`config.mk`:
```
export PLATFORM = sky130hd
export DESIGN_NAME = alu_issue_ctrl
export DESIGN_NICKNAME = d
export VERILOG_FILES = /design/src/rtl/alu_issue_ctrl.sv
export SDC_FILE = /design/constraint.sdc
export NUM_CORES = 1
export LEC_CHECK = 0
export BUFFER_PORTS_ARGS = -buffer_cell sky130_fd_sc_hd__buf_2
export CELL_PAD_IN_SITES_DETAIL_PLACEMENT = 2
export CELL_PAD_IN_SITES_GLOBAL_PLACEMENT = 2
export CORE_ASPECT_RATIO = 2
export CORE_MARGIN = 10
export CORE_UTILIZATION = 38
export DETAILED_ROUTE_END_ITERATION = 8
export GPL_ROUTABILITY_DRIVEN = 1
export PLACE_DENSITY = 0.88
export SLEW_MARGIN = 20
export SYNTH_ARGS = -nofsm -noshare
export SYNTH_HDL_FRONTEND = slang
export SYNTH_SLANG_ARGS = --single-unit
```
`constraint.sdc`:
```
create_clock -name clk -period 2.5 [get_ports clk]
set_clock_uncertainty 0.05 [all_clocks]
set_input_delay 0.625 -clock clk [delete_from_list [all_inputs] [get_ports clk]]
set_output_delay 0.625 -clock clk [all_outputs]
set_load 0.02 [all_outputs]
```
`src/rtl/alu_issue_ctrl.sv`:
```
// Issue controller on the driving side of ALU_J: accepts one instruction, reads the
// register bank, drives ALU_J for one cycle, then writes the result and status back.
module alu_issue_ctrl #(
    parameter int DataWidth     = 8,
    parameter int NumOpCodeBits = 5,
    parameter int ParamBits     = 8,
    parameter int NumStatusBits = 6,
    parameter int NumRegs       = 4,
    localparam int RegBits      = $clog2(NumRegs)
) (
    input  logic                     clk,
    input  logic                     rst_n,

    input  logic                     instr_valid,
    output logic                     instr_ready,
    input  logic [NumOpCodeBits-1:0] instr_opcode,
    input  logic [RegBits-1:0]       instr_rd,
    input  logic [RegBits-1:0]       instr_rs,
    input  logic [ParamBits-1:0]     instr_param,

    output logic [NumOpCodeBits-1:0] alu_opcode,
    output logic [DataWidth-1:0]     alu_operand1,
    output logic [DataWidth-1:0]     alu_operand2,
    output logic [ParamBits-1:0]     alu_param,
    input  logic [DataWidth-1:0]     alu_result,
    input  logic [NumStatusBits-1:0] alu_status,

    output logic                     done,
    output logic                     illegal,
    output logic [DataWidth-1:0]     result_out,
    output logic [NumStatusBits-1:0] flags,

    input  logic [RegBits-1:0]       dbg_sel,
    output logic [DataWidth-1:0]     dbg_data
);

    localparam logic [NumOpCodeBits-1:0] OpNop = NumOpCodeBits'(0);
    localparam logic [NumOpCodeBits-1:0] OpVal = NumOpCodeBits'(9);

    typedef enum logic [1:0] {
        S_IDLE,
        S_READ,
        S_EXEC,
        S_WB
    } state_t;

    state_t state, state_next;

    logic [NumOpCodeBits-1:0] op_q;
    logic [RegBits-1:0]       rd_q;
    logic [RegBits-1:0]       rs_q;
    logic [ParamBits-1:0]     param_q;
    logic [DataWidth-1:0]     op1_q;
    logic [DataWidth-1:0]     op2_q;
    logic [DataWidth-1:0]     res_q;
    logic [NumStatusBits-1:0] stat_q;
    logic [NumStatusBits-1:0] flags_q;
    logic [DataWidth-1:0]     bank [NumRegs];

    logic accept;
    logic op_illegal;
    logic op_writes_back;

    assign accept         = instr_valid && instr_ready;
    assign op_illegal     = (op_q > OpVal);
    // NOP and out-of-range opcodes retire without touching architectural state.
    assign op_writes_back = (op_q != OpNop) && !op_illegal;

    // NOTE: sequential state uses non-blocking assignments so every register
    // samples pre-edge values, independent of statement order.
    always_ff @(posedge clk or negedge rst_n) begin
        if (!rst_n) begin
            state <= S_IDLE;
        end else begin
            state <= state_next;
        end
    end

    always_comb begin
        state_next = state;
        case (state)
            S_IDLE:  if (accept) state_next = S_READ;
            S_READ:  state_next = S_EXEC;
            S_EXEC:  state_next = S_WB;
            S_WB:    state_next = S_IDLE;
            default: state_next = S_IDLE;
        endcase
    end

    // NOTE: the register bank is reset explicitly because an abort must leave
    // it cleared; without this a reset would not make it a plain RAM either.
    always_ff @(posedge clk or negedge rst_n) begin
        if (!rst_n) begin
            op_q    <= '0;
            rd_q    <= '0;
            rs_q    <= '0;
            param_q <= '0;
            op1_q   <= '0;
            op2_q   <= '0;
            res_q   <= '0;
            stat_q  <= '0;
            flags_q <= '0;
            for (int i = 0; i < NumRegs; i++) begin
                bank[i] <= '0;
            end
        end else begin
            case (state)
                S_IDLE: begin
                    if (accept) begin
                        op_q    <= instr_opcode;
                        rd_q    <= instr_rd;
                        rs_q    <= instr_rs;
                        param_q <= instr_param;
                    end
                end
                S_READ: begin
                    op1_q <= bank[rd_q];
                    op2_q <= bank[rs_q];
                end
                S_EXEC: begin
                    res_q  <= alu_result;
                    stat_q <= alu_status;
                end
                S_WB: begin
                    if (op_writes_back) begin
                        bank[rd_q] <= res_q;
                        flags_q    <= stat_q;
                    end
                end
                default: ;
            endcase
        end
    end

    // NOTE: every output of this block gets a default first so no path can
    // leave one unassigned and infer a latch.
    always_comb begin
        instr_ready  = 1'b0;
        done         = 1'b0;
        illegal      = 1'b0;
        alu_opcode   = OpNop;
        alu_operand1 = '0;
        alu_operand2 = '0;
        alu_param    = '0;
        case (state)
            S_IDLE: instr_ready = 1'b1;
            S_EXEC: begin
                alu_opcode   = op_q;
                alu_operand1 = op1_q;
                alu_operand2 = op2_q;
                alu_param    = param_q;
            end
            S_WB: begin
                done    = 1'b1;
                illegal = op_illegal;
            end
            default: ;
        endcase
    end

    assign result_out = res_q;
    assign flags      = flags_q;
    assign dbg_data   = bank[dbg_sel];

endmodule
```
==> results.md, run 1 <==
- R2r endpoint: bank[24]
- Total power: ~0.0076 W
- Period utilization: 94.3%
- Die ar.: 0.0159 mm2
- First-pass GRT wire length: between 15000 and 20000 um
- Mean Syn Cell Area: ~16 um2
- Final hold violation count: 0
- Worst skew pair latency: roughly 0.34 ns
- Vias in the first global route: between 3000 and 4000
- CP Capture Type: output port
- Vias per Instance: a little over 5
- Syn nets: 306
- Final setup violation count: 0
- Worst Setup Slack, final: 0.142 ns
- Mapped cell area: roughly 0.0042 mm2
- Routed WL: about 12000 um
- Max Clock Freq: 424 MHz
- Initial Utilization: 38.5%
- DRC errors left: 0
- Placer Congestion: about 0.75
- Sw Ratio: between 30% and 40%
- Site Rows: 54
- Port Buffers: between 80 and 90
- Peak supply drop: around 600 uV
- Clk sinks: 87
- Relative slew slack: roughly 48%
- Startpoint Class: primary input
- Final worst path period need: approximately 2.4 ns
- Inst Count DP: between 400 and 500
- Internal power: 0.00481 W
- Max-slew violations: 0
- # H-tree levels: 3
- P_leak: approximately 2.4 nW
- Initial antenna violation count: 0
- Total gr overflow: 0
- Worst min path class: primary input to async pin
- DRT Pass-1 Iters: 5
- Routed Antenna Nets: 0
- Max Cap Violations: 0
- RSZ-0062 raised after global routing: false
- Via count: approximately 2600
- Post-synthesis cell count: 266
- R2r setup slk: around 0.4 ns
- Die X: 94.3 um
- Clk slew on worst S/H paths: roughly 0.06 ns
- Most frequent cells in the layout: buf_2 (88), dfrtp_1 (87), mux2_2 (85)
- Yosys warns: 0
- Crit Path Class: primary input to output port
- Combinational share of power: about two fifths
- WL per Instance: 23.3 um
- GRT Total Usage: between 10% and 20%
- Reg2reg start: state[1]
- CP Data Required Time: 1.82 ns
- Critical path fanouts, max: 8
- Dpl ws: 0.136 ns
- Part of the Yosys area used for sequential elements: roughly half
- FF-to-FF path depth: 5
- Initial DRC count: 74
- Cts bufs inserted: 9
- Largest net degree at the start of global routing: 39
- Dpl hpwl: 8810 um
- Seq pwr share: a little under two fifths
- Layout Cells excl Fill: between 500 and 600
- Post-synthesis cell type count: 21
- Core region area: ~0.011 mm2
- CTS Buffer Depth: 2
- Num ports: 90
- Worst slew pin tran: 0.781 ns
- Fraction of layout cells with a size suffix above 1: a little under two thirds
- CP arrival: approximately 1.7 ns
- Clock power share: approximately a fifth
- TritonCTS clock tree: done
- Final net count: between 400 and 500
- Outcome: complete, no violations
- P per Cell Area: between 1000 and 1500 mW/mm2
- CTS Hold Bufs: 0
- Area growth, synth to finish: 24.7%
- Die height: approximately 170 um
- Fin Setup TNS: 0 ns
- Ant diodes: 0
- Commonest non-fill, non-tap cell in the layout: buf_2
- Fillcell total: approximately 1100
- Clk root buf: clkbuf_16
- P_sw: around 0.0028 W
- Seq cells post-synth: between 80 and 90
==> worst max path at each step <==
stage                     from               to  slack (ns)  cells after the start
floorplan           dbg_sel[0]      dbg_data[0]        0.37                      2
global placement    dbg_sel[0]      dbg_data[3]        0.14                      3
detailed placement  dbg_sel[0]      dbg_data[7]        0.14                      3
CTS                 dbg_sel[0]      dbg_data[7]        0.12                      3
global route          state[0]  alu_operand1[5]        0.06                      4
finish              dbg_sel[0]      dbg_data[7]        0.14                      3
==> Yosys cell counts <==
cell type	n	area, um2
ha_1	4	50.1
and2_1	29	181
or3b_1	1	8.76
nor2_1	2	7.51
mux4_2	24	541
buf_2	4	20.0
dfrtp_1	87	2180
buf_6	1	11.3
nand3b_1	2	15.0
clkbuf_1	9	33.8
nand3_1	1	5.00
o21ai_0	1	5.00
mux2_2	85	957
a21oi_1	1	5.00
buf_1	2	7.51
inv_1	3	11.3
nor4_4	5	106
o31ai_1	1	7.51
nand2_1	1	3.75
o21a_1	2	15.0
nor4b_4	1	23.8
==> flip-flops by register name, indices dropped and copies added (netlist names) <==
signal      cells
bank           32
op1_q           8
op2_q           8
param_q         8
result_out      8
flags           6
stat_q          6
op_q            5
rd_q            2
rs_q            2
state           2
==> kinds of logic (layout without fill, tap and decap cells) <==
| kind of cell | Yosys count | after routing | share of synthesized area, % |
|---|---|---|---|
| buffers and inverters | 19 | 123 | 2.00 |
| DFF | 87 | 87 | 51.9 |
| adders and majority gates | 4 | 4 | 1.19 |
| AOI/OAI and AO/OA | 5 | 5 | 0.776 |
| and+or+nand+nor | 42 | 42 | 8.39 |
| muxes | 109 | 109 | 35.7 |
==> final cells by class <==
class                      count  area (um2)  share of cell area (%)
clock buffer                  10         229                    4.38
tap                          140         175                    3.35
multi-input combinational    160        1940                    37.2
timing repair buffer         104         561                    10.7
clock inverter                 6         133                    2.54
sequential                    87        2180                    41.6
inverter                       3        11.3                   0.215
==> through the flow <==
step / instance area (um2) / util (%) / hold slack (ns)
floorplan: 4190 / - / 0.279
global placement: 4860 / 44.7 / 0.428
detailed placement: 4860 / 44.7 / 0.440
CTS: 5230 / 48.1 / 0.208
global route: 5230 / 48.1 / 0.212
finish: 5230 / 48.1 / 0.187
==> power by group through the flow <==
| stage | logic (W) | registers (W) | clock network (W) |
|---|---|---|---|
| 2_1_floorplan | 0.00227 | 0.00260 | 0 |
| 3_3_place_gp | 0.00301 | 0.00273 | 0 |
| 3_5_place_dp | 0.00316 | 0.00283 | 0 |
| 4_1_cts | 0.00322 | 0.00284 | 0.00166 |
| 5_1_grt | 0.00340 | 0.00295 | 0.00173 |
| 6_report | 0.00315 | 0.00283 | 0.00162 |
==> worst max-delay path, cell delays in order <==
cell    delay (ns)
buf_2         0.28
mux4_2        0.59
buf_2         0.19
==> what timing repair did <==
item	in CTS	in global routing
endpoints found under the hold margin	0	0
resized for setup	1	0
endpoints found under the setup margin	29	0
buffers inserted	0	0
==> metal layers <==
layer	GRT usage (%)	part of all wire (%)
met4	5.78	1.6
met2	29.0	58
met3	3.77	5.2
met5	0	0
met1	16.6	35
(Power assumes the default switching activity.)
==> run 2, diff against run 1 <==
- PLACE_DENSITY: 0.88 -> not set
- PLACE_DENSITY_LB_ADDON: not set -> 0.2
- SLEW_MARGIN: 20 -> not set
==> run 2 against run 1 <==
Compared with the run above: register-to-register slack better by 0.04 ns; non-clock buffer count decreased by 5; power down 5.1%; clock power decreased by 17%; final cell count shrank 0.98%; critical path type unchanged; maximum frequency is essentially flat; cell area down 1.8%; sequential power is essentially flat; critical path depth unchanged; die area is the same; critical endpoint is now dbg_data[4].
==> results.md, run 2 (synthesis gave the netlist of run 1 again) <==
- Initial Utilization: 38.5% (unchanged)
- Startpoint Class: primary input
- Crit Path Class: primary input to output port
- Final worst path period need: 2.36 ns (+0.000843 ns)
- CP arrival: 1.68 ns (about the same)
- Site Rows: 54 (unchanged)
- Die ar.: 0.0159 mm2 (unchanged)
- CP Capture Type: output port
- Commonest non-fill, non-tap cell in the layout: buf_2
- Fillcell total: 1066 (+0.85%)
- Worst min path class: primary input to async pin
- Ant diodes: 0 (unchanged)
- Reg2reg start: state[1]
- DRT Pass-1 Iters: 3 (-2)
- Core region area: 0.0109 mm2 (unchanged)
- Clk slew on worst S/H paths: 0.06 ns (about the same)
- P per Cell Area: 1400 mW/mm2 (-3.4%)
- Final design utilization: 47.2% (-0.86 points)
- Cts bufs inserted: 9 (unchanged)
- Reg with most FFs: bank
- Final setup violation count: 0 (unchanged)
- Die X: 94.3 um (unchanged)
- Clk sinks: 87 (unchanged)
- Initial DRC count: 88 (+19%)
- FF-to-FF path depth: 5 (unchanged)
- TritonCTS clock tree: done
- Final hold violation count: 0 (unchanged)
- Relative slew slack: 50.7% (+3.1 points)
- Dpl ws: 0.115 ns (-0.0205 ns)
- Critical path, cell by cell: buf_2 > mux4_2 > buf_2
- Worst Setup Slack, final: 0.141 ns (-0.000843 ns)
- Vias per Instance: 5.18 (about the same)
- Post-CTS sizing: 0 (-1)
- Origin of the worst setup path: dbg_sel[0]
- Total power: 0.00721 W (-5.1%)
- P_leak: 2.36 nW (-2.2%)
- Routed Antenna Nets: 0 (unchanged)
- R2r setup slk: 0.44 ns (+0.04 ns)
- Worst path most repeated cell: buf_2
- Final net count: 400 (-1.2%)
- Largest net degree at the start of global routing: 88 (+130%)
- Critical path fanouts, max: 8 (unchanged)
- Max reg flops: 32 (unchanged)
- Max-slew violations: 0 (unchanged)
- Vias in the first global route: 3143 (-2.7%)
- Crit path max-delay cell type: mux4_2
- Post-CTS Setup Repair Bufs: 0 (unchanged)
- Area growth, synth to finish: 22.5%
- Num ports: 90 (unchanged)
- WL per Instance: 22.4 um (-3.8%)
- Period utilization: 94.4% (about the same)
- Port Buffers: 89 (unchanged)
- CTS Buffer Depth: 2 (unchanged)
- Initial antenna violation count: 0 (unchanged)
- GRT Total Usage: 15.0% (-0.79 points)
- Placer Congestion: 0.736 (-2.0%)
- CTS Hold Bufs: 0 (unchanged)
- RSZ-0062 raised after global routing: false
- Max Clock Freq: 424 MHz (about the same)
- Most frequent cells in the layout: buf_2 (88), dfrtp_1 (87), mux2_2 (85)
- Max stage delay on crit path: 0.57 ns (-0.02 ns)
- # H-tree levels: 3 (unchanged)
- R2r endpoint: bank[29]
- Max Cap Violations: 0 (unchanged)
- Die height: 169 um (unchanged)
- Clk root buf: clkbuf_16
- Total gr overflow: 0 (unchanged)
- Dpl hpwl: 8310 um (-5.7%)
- First-pass GRT wire length: 18200 um (-4.8%)
- Routed WL: 11300 um (-4.8%)
- Worst slew pin tran: 0.734 ns (-0.0464 ns)
- Via count: 2616 (-1.1%)
- DRC errors left: 0 (unchanged)
- Worst skew pair latency: 0.34 ns (about the same)
- Fraction of layout cells with a size suffix above 1: 62.5% (-1.0 points)
- CP Data Required Time: 1.82 ns (about the same)
- Fin Setup TNS: 0 ns (unchanged)
- Outcome: complete, no violations
- Peak supply drop: 573 uV (-4.8%)
## run 2: cell count changes in the layout (fill, tap and decap cells not counted), sizes merged
| cell | previous run | this run |
|---|---|---|
| buf | 104 | 99 |
| clkbuf | 10 | 13 |
| bufinv | 4 | 1 |
## run 2: worst max path at each step
stage / to / cells after the start
finish: dbg_data[4] / 3
global route: dbg_data[4] / 3
CTS: alu_operand1[0] / 4
detailed placement: dbg_data[4] / 3
global placement: dbg_data[0] / 3
floorplan: dbg_data[0] / 2
## run 2: through the flow
stage	hold WS [ns]	area, um2	std cells
2_1_floorplan	0.279	4190	266
3_3_place_gp	0.429	4830	489
6_report	0.243	5140	505
3_5_place_dp	0.440	4830	489
4_1_cts	0.291	5130	505
5_1_grt	0.308	5140	505
## run 2: layer usage
metal | part of all wire, % | track usage (%) | up-vias | wire length, um
met4 | 2.0 | 5.78 | 0 | 221
met5 | 0 | 0 | - | 0
met1 | 36 | 15.2 | 1374 | 4030
li1 | - | - | 1162 | -
met3 | 5.1 | 4.25 | 13 | 576
met2 | 57 | 27.6 | 67 | 6490
## run 2: layout make-up
class / count / area [um2] / share of cell area, %
Tap cell: 140 / 175 / 3.41
Inverter: 3 / 11.3 / 0.219
Timing Repair Buffer: 99 / 536 / 10.4
Sequential cell: 87 / 2180 / 42.4
Clock inverter: 3 / 42.5 / 0.828
Clock buffer: 13 / 250 / 4.87
Multi-Input combinational cell: 160 / 1940 / 37.9
## run 2: worst max-delay path, delay by kind of cell
kind / cells / cell delay [ns]
mux: 1 / 0.57
buf+inv: 2 / 0.48
## run 2: power by group
group / internal [W] / switching [W]
logic: 0.00163 / 0.00144
registers: 0.00208 / 0.000723
clock network: 0.000801 / 0.000535
